===== config.mk =====
export PLATFORM = sky130hd
export DESIGN_NAME = day_of_year_date
export DESIGN_NICKNAME = d
export VERILOG_FILES = /design/src/rtl/day_of_year_date.sv
export SDC_FILE = /design/constraint.sdc
export NUM_CORES = 1
export LEC_CHECK = 0
export CAP_MARGIN = 20
export CORE_AREA = 4 4 63 65
export DETAILED_ROUTE_END_ITERATION = 10
export DIE_AREA = 0 0 67 69
export GPL_TIMING_DRIVEN = 0
export MAX_ROUTING_LAYER = met4
export PLACE_DENSITY = 0.84
export SETUP_SLACK_MARGIN = 0.15
export SLEW_MARGIN = 15
export SYNTH_ARGS = -nofsm -noshare
export SYNTH_HDL_FRONTEND = slang
export SYNTH_SLANG_ARGS = --single-unit

===== constraint.sdc =====
create_clock -name clock -period 8.9 [get_ports clock]
set_input_delay 0.89 -clock clock [delete_from_list [all_inputs] [get_ports clock]]
set_output_delay 0.89 -clock clock [all_outputs]
set_load 0.02 [all_outputs]

===== src/rtl/day_of_year_date.sv =====
// Two-digit BCD day counter (00..99) feeding a combinational day-of-year to
// month/day converter; sw[0] selects the leap-year calendar.
module day_of_year_date (
    input  logic       clock,
    input  logic       reset,
    input  logic [9:0] sw,
    output logic [3:0] count_msb,
    output logic [3:0] count_lsb,
    output logic [4:0] dd,
    output logic [3:0] dd_msb,
    output logic [3:0] dd_lsb,
    output logic [3:0] mm,
    output logic [3:0] mm_msb
);

    logic [3:0] count_msb_q, count_msb_d;
    logic [3:0] count_lsb_q, count_lsb_d;
    logic [3:0] msb_s, lsb_s;
    logic [6:0] doy;
    logic [6:0] feb_end, mar_end;
    logic       leap;
    logic       unused_sw;

    assign unused_sw = ^sw[9:1];
    assign leap      = sw[0];

    // Out-of-range digits are unreachable but folded to 0 so neither the
    // next count nor the date outputs can ever leave their legal range.
    always_comb begin
        msb_s = (count_msb_q > 4'd9) ? 4'd0 : count_msb_q;
        lsb_s = (count_lsb_q > 4'd9) ? 4'd0 : count_lsb_q;
    end

    always_comb begin
        count_msb_d = msb_s;
        count_lsb_d = lsb_s + 4'd1;
        if (lsb_s == 4'd9) begin
            count_lsb_d = 4'd0;
            count_msb_d = (msb_s == 4'd9) ? 4'd0 : msb_s + 4'd1;
        end
    end

    always_ff @(posedge clock) begin
        if (reset) begin
            count_msb_q <= 4'd0;
            count_lsb_q <= 4'd0;
        end else begin
            count_msb_q <= count_msb_d;
            count_lsb_q <= count_lsb_d;
        end
    end

    assign count_msb = count_msb_q;
    assign count_lsb = count_lsb_q;

    // Day of year is count + 1, so count 00 is Jan 1.
    assign doy     = 7'(msb_s) * 7'd10 + 7'(lsb_s) + 7'd1;
    assign feb_end = leap ? 7'd60 : 7'd59;
    assign mar_end = leap ? 7'd91 : 7'd90;

    always_comb begin
        mm = 4'd1;
        dd = 5'(doy);
        if (doy > mar_end) begin
            mm = 4'd4;
            dd = 5'(doy - mar_end);
        end else if (doy > feb_end) begin
            mm = 4'd3;
            dd = 5'(doy - feb_end);
        end else if (doy > 7'd31) begin
            mm = 4'd2;
            dd = 5'(doy - 7'd31);
        end
    end

    always_comb begin
        dd_msb = 4'd0;
        dd_lsb = 4'(dd);
        if (dd >= 5'd30) begin
            dd_msb = 4'd3;
            dd_lsb = 4'(dd - 5'd30);
        end else if (dd >= 5'd20) begin
            dd_msb = 4'd2;
            dd_lsb = 4'(dd - 5'd20);
        end else if (dd >= 5'd10) begin
            dd_msb = 4'd1;
            dd_lsb = 4'(dd - 5'd10);
        end
    end

    // Only Jan..Apr are reachable, so the month tens digit is always zero.
    assign mm_msb = 4'd0;

endmodule


==> summary.txt <==
Clocking
  – Hold-fix buffers at CTS: 0
  – Maximum clock path buffer count: 2
  – # Post-CTS Setup Buffers: 0
  – Root buffer cell: clkbuf_4
  – CTS Sinks: 8
  – H-tree Lvls: 1
  – Resize count post-CTS: 0
  – Clk_lat worst skew: approximately 0.25 ns
  – TritonCTS clock tree: yes
  – CTS clock-pin slew for the worst setup and hold paths: 0.05 ns
  – Clock buffer count from CTS: 3

STA
  – Final hold violations: 0
  – Fin crit period: a little under 7 ns
  – Fin Hold WS: 0.563 ns
  – Slew Limit Fails: 0
  – Setup_tns: 0 ns
  – Setup violators final: 0
  – Max-slew headroom: 0.576
  – Period utilization: 0.777
  – Unrepaired setup endpoints after global routing: no
  – Clock Skew: 0.00161 ns
  – FMAX: between 100 and 150 MHz
  – Actual slew at the worst max-slew pin: around 0.63 ns

Placement
  – Placed Instance Area: between 0.0015 and 0.002 mm^2
  – Final RePlAce weighted congestion: around 0.9
  – Hpwl dp: 3000 um
  – IO Port Bufs: 23

Global routing
  – First-pass GRT wire length: 6570 um
  – Vias in the first global route: 1,504
  – Grt ovf: 0
  – Antenna violations before repair: 0
  – Largest net degree at the start of global routing: 11
  – GRT Total Usage: 0.172

Floorplanning
  – Core area: between 0.003 and 0.004 mm^2
  – Die area: 0.00462 mm^2
  – # IOs: a little over 40
  – Starting Density: 0.489
  – Row count: 21
  – Chip Width: 67 um
  – Die Y: 69 um

Routing
  – Wire length per cell: 13.2 um
  – Pre-antenna DRT Iters: 4
  – Post-route ant nets: 0
  – # DRC: 0
  – 1st-iter DRT viols: 71
  – Vias per cell: roughly 5.6
  – Routed WL: about 3700 um
  – DR vias: 1,549

Synth
  – Yosys top cell area share: 0.138
  – Synth Instances: 199
  – Yosys top cell by area: ha_1
  – Most used DFF post-synth: dfxtp_1
  – Syn Area/Cell: 8.20 um^2
  – Synth cell types: 76
  – Synth Cell Area: 0.00163 mm^2
  – Number of synthesized flops with an enable pin: 0
  – Post-synth ARST share: 0
  – Yosys warns: 0
  – Top cells by area, synth: ha_1, dfxtp_1, buf_4, inv_1, nand2_1
  – Synthesized flop and latch total: 8
  – Sequential share of the synthesized area: 0.0982

Worst setup path
  – Slowest stage delay, CP: 0.65 ns
  – Startpoint type of the worst setup path: flip-flop
  – Worst path most repeated cell: inv_1
  – Crit-path cells: o21ai_2 -> and2_1 -> buf_2 -> inv_1 -> fa_1 -> xor2_1 -> inv_1 -> ha_1 -> o21ai_0 -> a32oi_1 -> nand3_1 -> and3_1 -> a31o_1 -> or2_4 -> clkinv_4 -> ha_1 -> inv_1 -> nor2_1 -> o21ai_2 -> a22o_1 -> a221oi_1 -> clkdlybuf4s50_1
  – Worst EP arrival: ~6 ns
  – Worst r2r path cells: 9
  – CP bufs+invs: 6
  – CP max-delay cell: clkdlybuf4s50_1
  – Crit path kind: flip-flop to output pin
  – Cell family with most CP delay: compound AO/OA/AOI/OAI gates
  – WP data required: 8.01 ns
  – Setup crit end kind: output pin
  – CP max FO: 10
  – CP Depth: 22

Power and ir drop
  – PD cells: 74.4 mW/mm^2
  – Internal: 0.0000854 W
  – Peak VDD IR: around 0.051 mV
  – P_leak: 0.845 nW
  – Comb pwr share: 0.549
  – Clock power frac: 0.187
  – Switching share of power: 0.416
  – Psw: 0.0000607 W
  – Reg power frac: 0.264

Worst hold path
  – Worst min-delay path class: flip-flop to flip-flop
  – Hold Path Cell Cnt: 2

Cells and area
  – Final net count: 265
  – Commonest cells after routing, fill and taps aside: clkdlybuf4s50_1, ha_1, inv_1
  – Layout cells sized above 1: 0.173
  – Final-layout fill cell count: slightly above 300
  – Finished Cell Area: between 0.0015 and 0.002 mm^2
  – Layout area overhead: 20.4%
  – Most common cell after layout, fill and taps aside: clkdlybuf4s50_1
  – Antenna diodes: 0

Outcome
  – Status: completed

Job
  – Max_cap viols: 0
[synth_stat cells (all sizes together) (2+ instances only)]
| cell | count |
|---|---|
| a2111oi | 2 |
| a211o | 2 |
| a211oi | 4 |
| a21oi | 10 |
| a221oi | 3 |
| a22oi | 2 |
| a32oi | 2 |
| and2 | 6 |
| and3 | 3 |
| and3b | 2 |
| and4 | 2 |
| buf | 11 |
| dfxtp | 8 |
| fa | 2 |
| ha | 18 |
| inv | 18 |
| mux2i | 2 |
| nand2 | 16 |
| nand3 | 9 |
| nand4 | 5 |
| nor2 | 10 |
| nor2b | 7 |
| nor3 | 5 |
| nor3b | 4 |
| o211ai | 3 |
| o21a | 2 |
| o21ai | 6 |
| o22ai | 2 |
| xnor2 | 2 |
| xor2 | 6 |
[routing by layer]
layer / vias to the layer above / GRT usage / part of all wire
met1: 714 / 0.216 / 0.46
met4: 0 / 0.0518 / 0.0099
met3: 4 / 0.00974 / 0.038
met2: 40 / 0.291 / 0.50
met5: - / - / 0
li1: 791 / - / -
[worst min-delay path, cell delays in order (launching register included)]
cell and delay (ns):
dfxtp_1 0.35, nand4_1 0.11, a21oi_1 0.06
[final timing paths]
| check | to | slack [ns] | from |
|---|---|---|---|
| hold reg to reg | count_msb[3]$_SDFF_PP0_ | 0.56 | count_msb[0]$_SDFF_PP0_ |
| hold / removal | count_msb[3]$_SDFF_PP0_ | 0.56 | count_msb[0]$_SDFF_PP0_ |
| setup reg to reg | count_msb[2]$_SDFF_PP0_ | 6.87 | count_lsb[1]$_SDFF_PP0_ |
| setup / recovery | dd_lsb[2] | 1.99 | count_lsb[1]$_SDFF_PP0_ |
[registers in the layout, indices dropped and copies added, names as in the netlist]
signal,cells
count_msb,4
count_lsb,4
[stage by stage]
step | util | instances | setup slack (ns) | power (W)
after global routing | 0.589 | 277 | 1.53 | 0.000159
after detailed placement | 0.582 | 274 | 2.32 | 0.000119
after global placement | 0.582 | 274 | 2.38 | 0.000118
final | 0.589 | 277 | 1.99 | 0.000146
after floorplan | - | 205 | 3.13 | 0.0000966
after CTS | 0.589 | 277 | 2.02 | 0.000147
[kinds of logic after synthesis]
family / Yosys count / synth area share
buffers and inverters: 31 / 0.0959
adder cells (fa/ha/maj): 20 / 0.163
XOR/XNOR: 8 / 0.0591
flip-flops: 8 / 0.0982
AND/OR/NAND/NOR: 75 / 0.282
AO/OA/AOI/OAI: 53 / 0.276
multiplexers: 3 / 0.0238
other: 1 / 0.00230
[power groups by stage]
stage	Sequential, W	Combinational, W	Clock, W
2_1_floorplan	0.0000405	0.0000561	0
3_3_place_gp	0.0000393	0.0000783	0
3_5_place_dp	0.0000393	0.0000796	0
4_1_cts	0.0000386	0.0000799	0.0000290
5_1_grt	0.0000388	0.0000889	0.0000308
6_report	0.0000386	0.0000802	0.0000273
[final cells by class]
class | count | area [um^2] | share of cell area
buffer | 12 | 80.1 | 0.0408
clock buffer | 3 | 22.5 | 0.0115
inverter | 19 | 76.3 | 0.0389
multi-input combinational | 166 | 1340 | 0.681
sequential | 8 | 160 | 0.0815
tap | 46 | 57.6 | 0.0293
timing repair buffer | 23 | 230 | 0.117
Note: power is estimated with default switching activity, not from simulation.
